<file path="src/rtl/posit_encode_pipe.sv">
// posit_encode_pipe: packs decoded posit product fields into a posit word.
// The inputs are sign, summed regime, exponent sum and the raw mantissa product.
// The result is normalised, rounded to nearest even and saturated.
// The datapath is a three-stage collapsing valid/ready pipeline.
module posit_encode_pipe #(
  parameter int WIDTH = 8,
  parameter int EXP   = 2,
  parameter int REGI  = $clog2(WIDTH) + 1,
  parameter int MTS   = WIDTH - 3 - EXP
) (
  input  logic                 clk_i,
  input  logic                 rstn,
  input  logic                 in_vld,
  output logic                 in_rdy,
  input  logic                 sign_m,
  input  logic [REGI:0]        regi_m,
  input  logic [EXP:0]         exp_m,
  input  logic [2*(MTS+1)-1:0] mts_m,
  input  logic                 is_zero,
  input  logic                 is_nar,
  output logic                 out_vld,
  input  logic                 out_rdy,
  output logic [WIDTH-1:0]     posit_o
);
  localparam int SW = REGI + EXP + 2;         // scale width
  localparam int KW = SW - EXP;               // regime value width
  localparam int MW = 2 * (MTS + 1);          // mantissa product width
  localparam int FW = 2 * MTS + 1;            // aligned fraction width
  localparam int BW = WIDTH - 1;              // body width (word minus sign)
  localparam int LW = 2 + EXP + FW + WIDTH;   // regime marker, e, F, plus shift room
  localparam logic signed [KW-1:0] K_MAX = KW'(WIDTH - 2);
  localparam logic signed [KW-1:0] K_MIN = KW'(-(WIDTH - 2));

  logic v1, v2, v3;
  logic ld1, ld2, ld3;

  logic          s1_sign, s1_zero, s1_nar;
  logic [SW-1:0] s1_scale;
  logic [FW-1:0] s1_frac;

  logic          s2_sign, s2_zero, s2_nar;
  logic [BW-1:0] s2_body;
  logic          s2_guard, s2_sticky, s2_sat_hi, s2_sat_lo;

  logic [WIDTH-1:0] posit_q;

  // A stage loads when it is empty or its contents advance; this makes bubbles collapse.
  always_comb begin
    ld3 = !v3 || out_rdy;
    ld2 = !v2 || ld3;
    ld1 = !v1 || ld2;
  end

  assign in_rdy  = ld1;
  assign out_vld = v3;
  assign posit_o = posit_q;

  // Stage 1 datapath: a mantissa overflow (10.xxx) bumps the scale, and the leading one is stripped.
  logic          n_c;
  logic [SW-1:0] scale_c;
  logic [FW-1:0] frac_c;
  always_comb begin
    n_c     = mts_m[MW-1];
    scale_c = {regi_m[REGI], regi_m, {EXP{1'b0}}}
            + {{(SW-EXP-1){1'b0}}, exp_m}
            + {{(SW-1){1'b0}}, n_c};
    frac_c  = n_c ? mts_m[FW-1:0] : {mts_m[FW-2:0], 1'b0};
  end

  // Stage 1 register: captures the normalised scale, the fraction and the special flags.
  always_ff @(posedge clk_i or negedge rstn) begin
    if (!rstn) begin
      v1       <= 1'b0;
      s1_sign  <= 1'b0;
      s1_zero  <= 1'b0;
      s1_nar   <= 1'b0;
      s1_scale <= '0;
      s1_frac  <= '0;
    end else if (ld1) begin
      v1       <= in_vld;
      s1_sign  <= sign_m;
      s1_zero  <= is_zero;
      s1_nar   <= is_nar;
      s1_scale <= scale_c;
      s1_frac  <= frac_c;
    end
  end

  // Stage 2 datapath: the regime run is built by arithmetically shifting a "10" or "01" marker.
  // Everything shifted past the body feeds the guard and sticky bits.
  logic signed [KW-1:0] k_c;
  logic [EXP-1:0]       e_c;
  logic [KW-1:0]        sh_c;
  logic signed [LW-1:0] base_c, run_c;
  logic [BW-1:0]        body_c;
  logic                 guard_c, sticky_c, sat_hi_c, sat_lo_c;
  always_comb begin
    k_c      = s1_scale[SW-1:EXP];
    e_c      = s1_scale[EXP-1:0];
    sh_c     = k_c ^ {KW{k_c[KW-1]}};
    base_c   = {(k_c[KW-1] ? 2'b01 : 2'b10), e_c, s1_frac, {WIDTH{1'b0}}};
    run_c    = base_c >>> sh_c;
    body_c   = run_c[LW-1 -: BW];
    guard_c  = run_c[LW-1-BW];
    sticky_c = |run_c[LW-2-BW:0];
    sat_hi_c = k_c > K_MAX;
    sat_lo_c = k_c < K_MIN;
  end

  // Stage 2 register: holds the truncated body, the rounding bits and the saturation flags.
  always_ff @(posedge clk_i or negedge rstn) begin
    if (!rstn) begin
      v2        <= 1'b0;
      s2_sign   <= 1'b0;
      s2_zero   <= 1'b0;
      s2_nar    <= 1'b0;
      s2_body   <= '0;
      s2_guard  <= 1'b0;
      s2_sticky <= 1'b0;
      s2_sat_hi <= 1'b0;
      s2_sat_lo <= 1'b0;
    end else if (ld2) begin
      v2        <= v1;
      s2_sign   <= s1_sign;
      s2_zero   <= s1_zero;
      s2_nar    <= s1_nar;
      s2_body   <= body_c;
      s2_guard  <= guard_c;
      s2_sticky <= sticky_c;
      s2_sat_hi <= sat_hi_c;
      s2_sat_lo <= sat_lo_c;
    end
  end

  // Stage 3 datapath: round to nearest even, never carrying out of maxpos, then saturate.
  // Negate negative results and let NaR, then zero, override the word.
  logic             round_c;
  logic [BW-1:0]    body_r;
  logic [WIDTH-1:0] mag_c, word_c;
  always_comb begin
    round_c = s2_guard && (s2_sticky || s2_body[0]) && !(&s2_body);
    if (s2_sat_hi)      body_r = '1;
    else if (s2_sat_lo) body_r = {{(BW-1){1'b0}}, 1'b1};
    else                body_r = s2_body + {{(BW-1){1'b0}}, round_c};
    mag_c  = {1'b0, body_r};
    word_c = s2_sign ? -mag_c : mag_c;
    if (s2_nar)       word_c = {1'b1, {BW{1'b0}}};
    else if (s2_zero) word_c = '0;
  end

  // Stage 3 register: the output word, held while downstream stalls.
  always_ff @(posedge clk_i or negedge rstn) begin
    if (!rstn) begin
      v3      <= 1'b0;
      posit_q <= '0;
    end else if (ld3) begin
      v3      <= v2;
      posit_q <= word_c;
    end
  end

endmodule

</file>
<file path="config.mk">
export PLATFORM = sky130hd
export DESIGN_NAME = posit_encode_pipe
export DESIGN_NICKNAME = d
export VERILOG_FILES = /design/src/rtl/posit_encode_pipe.sv
export SDC_FILE = /design/constraint.sdc
export NUM_CORES = 1
export LEC_CHECK = 0
export CORE_MARGIN = 2
export CORE_UTILIZATION = 51
export CTS_CLUSTER_SIZE = 12
export DETAILED_ROUTE_END_ITERATION = 8
export PLACE_DENSITY = 0.76
export SYNTH_ARGS = -nofsm -noshare
export SYNTH_HDL_FRONTEND = slang
export SYNTH_SLANG_ARGS = --single-unit
</file>
<file path="constraint.sdc">
create_clock -name clk_i -period 2.2 [get_ports clk_i]
set_input_delay 0.22 -clock clk_i [delete_from_list [all_inputs] [get_ports clk_i]]
set_output_delay 0.22 -clock clk_i [all_outputs]
set_load 0.03 [all_outputs]
</file>
Word level (Yosys, flattened, before mapping)
Cells that the tools add are included.
Word-level totals
  ROM bits: 0
  output and inout bits: 10
  input bits: 23
  flip-flop bits (word level): 43
  word-level logic and storage cells: 44
  memories: 0
  bits in writable memories: 0
  latch bits: 0
Operators by class
  bitwise logic cells: 1
  shift-type cells: 1
  add/subtract/negate cells: 4
  equal/unequal tests: 0
  multiplexer cells: 7
  div/mod/pow operators: 0
  reductions and logical operators: 12
  magnitude comparators: 2
  $mul: 0
Operator list (number)
  2-to-1 mux 8 bit: 3
  2-to-1 mux 7 bit: 3
  >>> shifter 19 x 6 -> 19 bit: 1
  OR reduction 11 bit: 1
  adder 7 x 4 -> 8 bit: 1
  adder 8 x 1 -> 8 bit: 1
  negator 7 -> 8 bit: 1
  adder 7 x 1 -> 7 bit: 1
  AND reduction 7 bit: 1
  greater-than comparator 6 x 4 -> 1 bit (second input constant): 1
  < comparator 6 x 4 -> 1 bit (second input constant): 1
  XOR 6 bit: 1
  logical NOT 1 bit: 4
  logical OR 1 bit: 4
  logical AND 1 bit: 2
  2-to-1 mux 2 bit: 1

Depth between registers and ports, before layout
  depth after elaboration: 10
  mapped depth: 11
  gate-level depth less buffers: 11

Worst setup path before layout
OpenSTA, ideal clock, no wires.
  kind: register -> register
  start: reg s2_body[2]
  end: reg posit_q[6] (netlist: posit_o[6])
  path buffers: 0
  data arrival time: 2.160 ns
  clock period less this slack: 2.243 ns
  path slack: -0.043 ns
  setup time: 0.083 ns
  required time: 2.117 ns
  stages on the path, launching flop included: 12
  cell sequence: dfrtp_1 > and4_1 > a41oi_1 > ha_1 > ha_1 > a21oi_1 > ha_1 > o21ai_0 > nor3_1 > a21oi_1 > xor2_1 > o21ai_0
Between the ends
  cells in the longest elaborated chain, start to end: 10
RTL lines
  from (decl): RTL line 42  | logic [BW-1:0] s2_body;
  from (signal assigned): RTL line 127  | s2_body <= body_c;
  AND reduction 7 bit: RTL line 141  | round_c = s2_guard && (s2_sticky || s2_body[0]) && !(&s2_body);
  logical NOT 1 bit: RTL line 141
  logical AND 1 bit: RTL line 141
  adder 7 x 1 -> 7 bit (*): RTL line 144  | else body_r = s2_body + {{(BW-1){1'b0}}, round_c};
  2-to-1 mux 7 bit (*): RTL line 143  | else if (s2_sat_lo) body_r = {{(BW-1){1'b0}}, 1'b1};
  2-to-1 mux 7 bit (*): RTL line 142  | if (s2_sat_hi) body_r = '1;
  negator 7 -> 8 bit: RTL line 146  | word_c = s2_sign ? -mag_c : mag_c;
  2-to-1 mux 8 bit (*): RTL line 146
  2-to-1 mux 8 bit (*): RTL line 148  | else if (s2_zero) word_c = '0;
  2-to-1 mux 8 bit (*): RTL line 147  | if (s2_nar) word_c = {1'b1, {BW{1'b0}}};
  to (signal assigned): RTL line 158  | posit_q <= word_c;
  to (decl): RTL line 45  | logic [WIDTH-1:0] posit_q;
Mark *: on every way between the ends. The rest lies on a longest branch, timed or not.
A chain may end at the register's enable or synchronous reset.

Worst setup path after layout
  start: reg s2_body[3]
  end: reg posit_q[6] (netlist: posit_o[6])
Same word-level chain as after synthesis.

==> impl_metrics.yaml <==
critical_path:
  end_kind: "flip-flop"
  crit_path_max_fanout: 2
  path_cells: "and4_4 -> a41oi_2 -> ha_2 -> ha_4 -> a21oi_4 -> ha_2 -> o21ai_2 -> nor3_2 -> a21oi_1 -> xor2_1 -> o21ai_1"
  max_stage_delay_ns: 0.40
  path_common_cell: "ha_2"
  slowest_stage: "dfrtp_1"
  required_ns: 2.37
  crit_buf_inv: 0
  arrival_ns: 2.45
  crit_family: "adder cells"
  critPathKind: "flip-flop to flip-flop"
  start_kind: "flip-flop"
timing:
  whs_ns: 0.463
  hold_viol: 0
  setup_viol: 4
  fmax_ghz: 0.440
  fin_crit_ns: 2.27
  rsz0062_at_grt: "yes"
  slew_violations: 0
  slew_headroom: 0.569
  fin_skew_ns: 0.00907
  layout_setup_ws_ns: -0.0734
  finalCritPeriodShare: 1.03
  worst_slew_pin_slew_ns: 0.646
global_routing:
  grt_overflow: 0
  grt_max_degree: 33
  grt_pass1_wl_um: 12500
  antenna_found_initial: 0
  grt_pass1_vias: 2678
  track_usage: 0.246
power:
  power_frac_seq: 0.335
  netSwitchingFraction: 0.383
  power.share.combinational: 0.473
  ir_drop_uv: 389
  p_int_w: 0.00203
  finalPower_w: 0.00329
  powerDensity_nw_per_um2: 856
  switching_power_w: 0.00126
  clockPowerShare: 0.192
  cellLeakagePower_nw: 1.62
run_status:
  failed_checks: "setup timing"
  status: "finished with violations"
final_layout:
  final_cell_mix: "nand2_1 (44), dfrtp_1 (40), buf_4 (40)"
  nNetsFinal: 441
  utilization: 0.694
  syn2layout_area_growth_pct: 31.1
  multi_input_area_um2: 1860
  design_area_um2: 3840
  layout-drive-gt1-share: 0.219
  seq_area_um2: 1080
  layout_commonest_cell: "nand2_1"
  nFillCells: 454
  antennaDiodeCount: 0
placement:
  gp_congestion: 0.918
  dpl_worst_slack_ns: -0.179
  portBuffers: 32
  placedInstanceArea_um2: 3570
  dpl.hpwl_um: 5360
clock_network:
  cts_max_level: 2
  numCtsBuffers: 5
  insertion_delay_ns: 0.30
  cts_tree: "done"
  cts_sinks: 43
  max-clock-path-buffers: 2
  cts_setup_buffers: 0
  root_buffer: "clkbuf_8"
  clk_pin_slew_ns: 0.09
logic_synthesis:
  netlist_area_um2: 2930
  async_flop_share: 1.00
  synth.area.mux_share: 0.0789
  seq_area_frac_synth: 0.367
  synthAdderAreaFrac: 0.0341
  synth_ff_type: "dfrtp_1"
  synth_nets: 383
  synth-edff-count: 0
  synth_cells: 352
  synth-simple-area-share: 0.207
  synth_cell_type_count: 56
  ys_seq_elements: 43
  ys.warnings.count: 0
  synth_xor_xnor_area_share: 0.0563
  synth_top_family_by_area: "simple AND/OR/NAND/NOR gates"
  avgSynthCellArea_um2: 8.33
  synth-compound-area-share: 0.203
die:
  die_y_um: 79.8
  ios: 33
  start_util: 0.529
  die_area_um2: 6370
  coreArea_um2: 5540
  rows: 27
  die_w_um: 79.8
routing:
  first_pass_iters: 4
  wl_um: 7520
  viasPerCell: 5.76
  ant_nets: 0
  drc: 0
  drtIter0Drc: 254
  wire_per_inst_um: 15.6
  num_vias: 2782
job:
  cap_violations: 0
hold_path:
  min_path_type: "input port to asynchronous set/reset pin"
## logic make-up after synthesis
logic type,after synthesis
simple gates,127
fa+ha+maj,8
buf+inv,35
flops,43
compound gates,99
mux,22
xor+xnor,18
## power groups by stage
stage / Combinational (W) / Sequential, W / Clock, W
finish: 0.00156 / 0.00110 / 0.000631
global route: 0.00169 / 0.00112 / 0.000677
CTS: 0.00147 / 0.00109 / 0.000643
detailed placement: 0.00137 / 0.00110 / 0
global placement: 0.00134 / 0.00109 / 0
floorplan: 0.000817 / 0.00112 / 0
## synth_stat cells, types with 2 or more instances
master	instances	area (um^2)
a21o_1	2	15.0
mux2_2	5	56.3
nor4_1	2	12.5
or3b_2	2	17.5
a21oi_1	37	185
xnor2_1	9	78.8
clkbuf_1	12	45.0
mux2i_1	16	160
o21ai_1	2	10.0
inv_1	10	37.5
nand3b_1	2	15.0
nand2_1	44	165
nand4_1	2	12.5
buf_4	3	22.5
o221ai_1	4	35.0
o22a_1	3	26.3
nor3_1	7	35.0
ha_1	8	100
xor2_1	8	70.1
o21ai_0	29	145
nand2b_1	11	68.8
nor2_1	31	116
nand3_1	10	50.1
a41oi_1	2	17.5
buf_1	4	15.0
a31oi_1	5	31.3
dfrtp_1	43	1080
a211oi_1	2	15.0
nor2b_1	6	37.5
buf_2	5	25.0
## repair_timing
item                                    CTS  global route
endpoints found under the setup margin    5             6
resized for setup                        21            15
pin swaps                                16             7
endpoints found under the hold margin    27             0
hold buffers                              1             0
gates cloned                              0             0
## area by class of cell
class,instances,share of cell area
flip-flops and latches,43,0.281
well taps,72,0.0234
inverters,10,0.00976
repair buffers,76,0.174
clock inverters,3,0.0114
multi-input cells,274,0.483
clock buffers,5,0.0179
## state kept, by name (all words and copies together) (netlist names), 7 cells and up
| register | flops |
|---|---|
| posit_o | 8 |
| s1_scale | 8 |
| s1_frac | 7 |
| s2_body | 7 |
## metal layers
layer	share of wire	GRT usage
met1	0.43	0.326
met2	0.51	0.424
met3	0.052	0.0362
met5	0	0
met4	0.0084	0.0610
## through the flow
stage          cells  TNS [ns]
2_1_floorplan    352   -0.0210
3_3_place_gp     474    -0.160
3_5_place_dp     474    -0.563
4_1_cts          483   -0.0892
5_1_grt          483    -0.517
6_report         483    -0.162
## final timing paths
| check | endpoint | depth (start not counted) | slack, ns | start |
|---|---|---|---|---|
| max in group asynchronous | s1_scale[2]$_DFFE_PN0P_ | 3 | 1.14 | rstn |
| max reg2reg | posit_o[6]$_DFFE_PN0P_ | 11 | -0.07 | s2_body[3]$_DFFE_PN0P_ |
| max | posit_o[6]$_DFFE_PN0P_ | 11 | -0.07 | s2_body[3]$_DFFE_PN0P_ |
| min in group clk_i | v1$_DFFE_PN0P_ | 2 | 0.47 | in_vld |
| min | s2_sticky$_DFFE_PN0P_ | 2 | 0.46 | rstn |
| min reg2reg | s2_nar$_DFFE_PN0P_ | 2 | 0.48 | s1_nar$_DFFE_PN0P_ |
No activity file was read; power rests on OpenSTA's default activity.
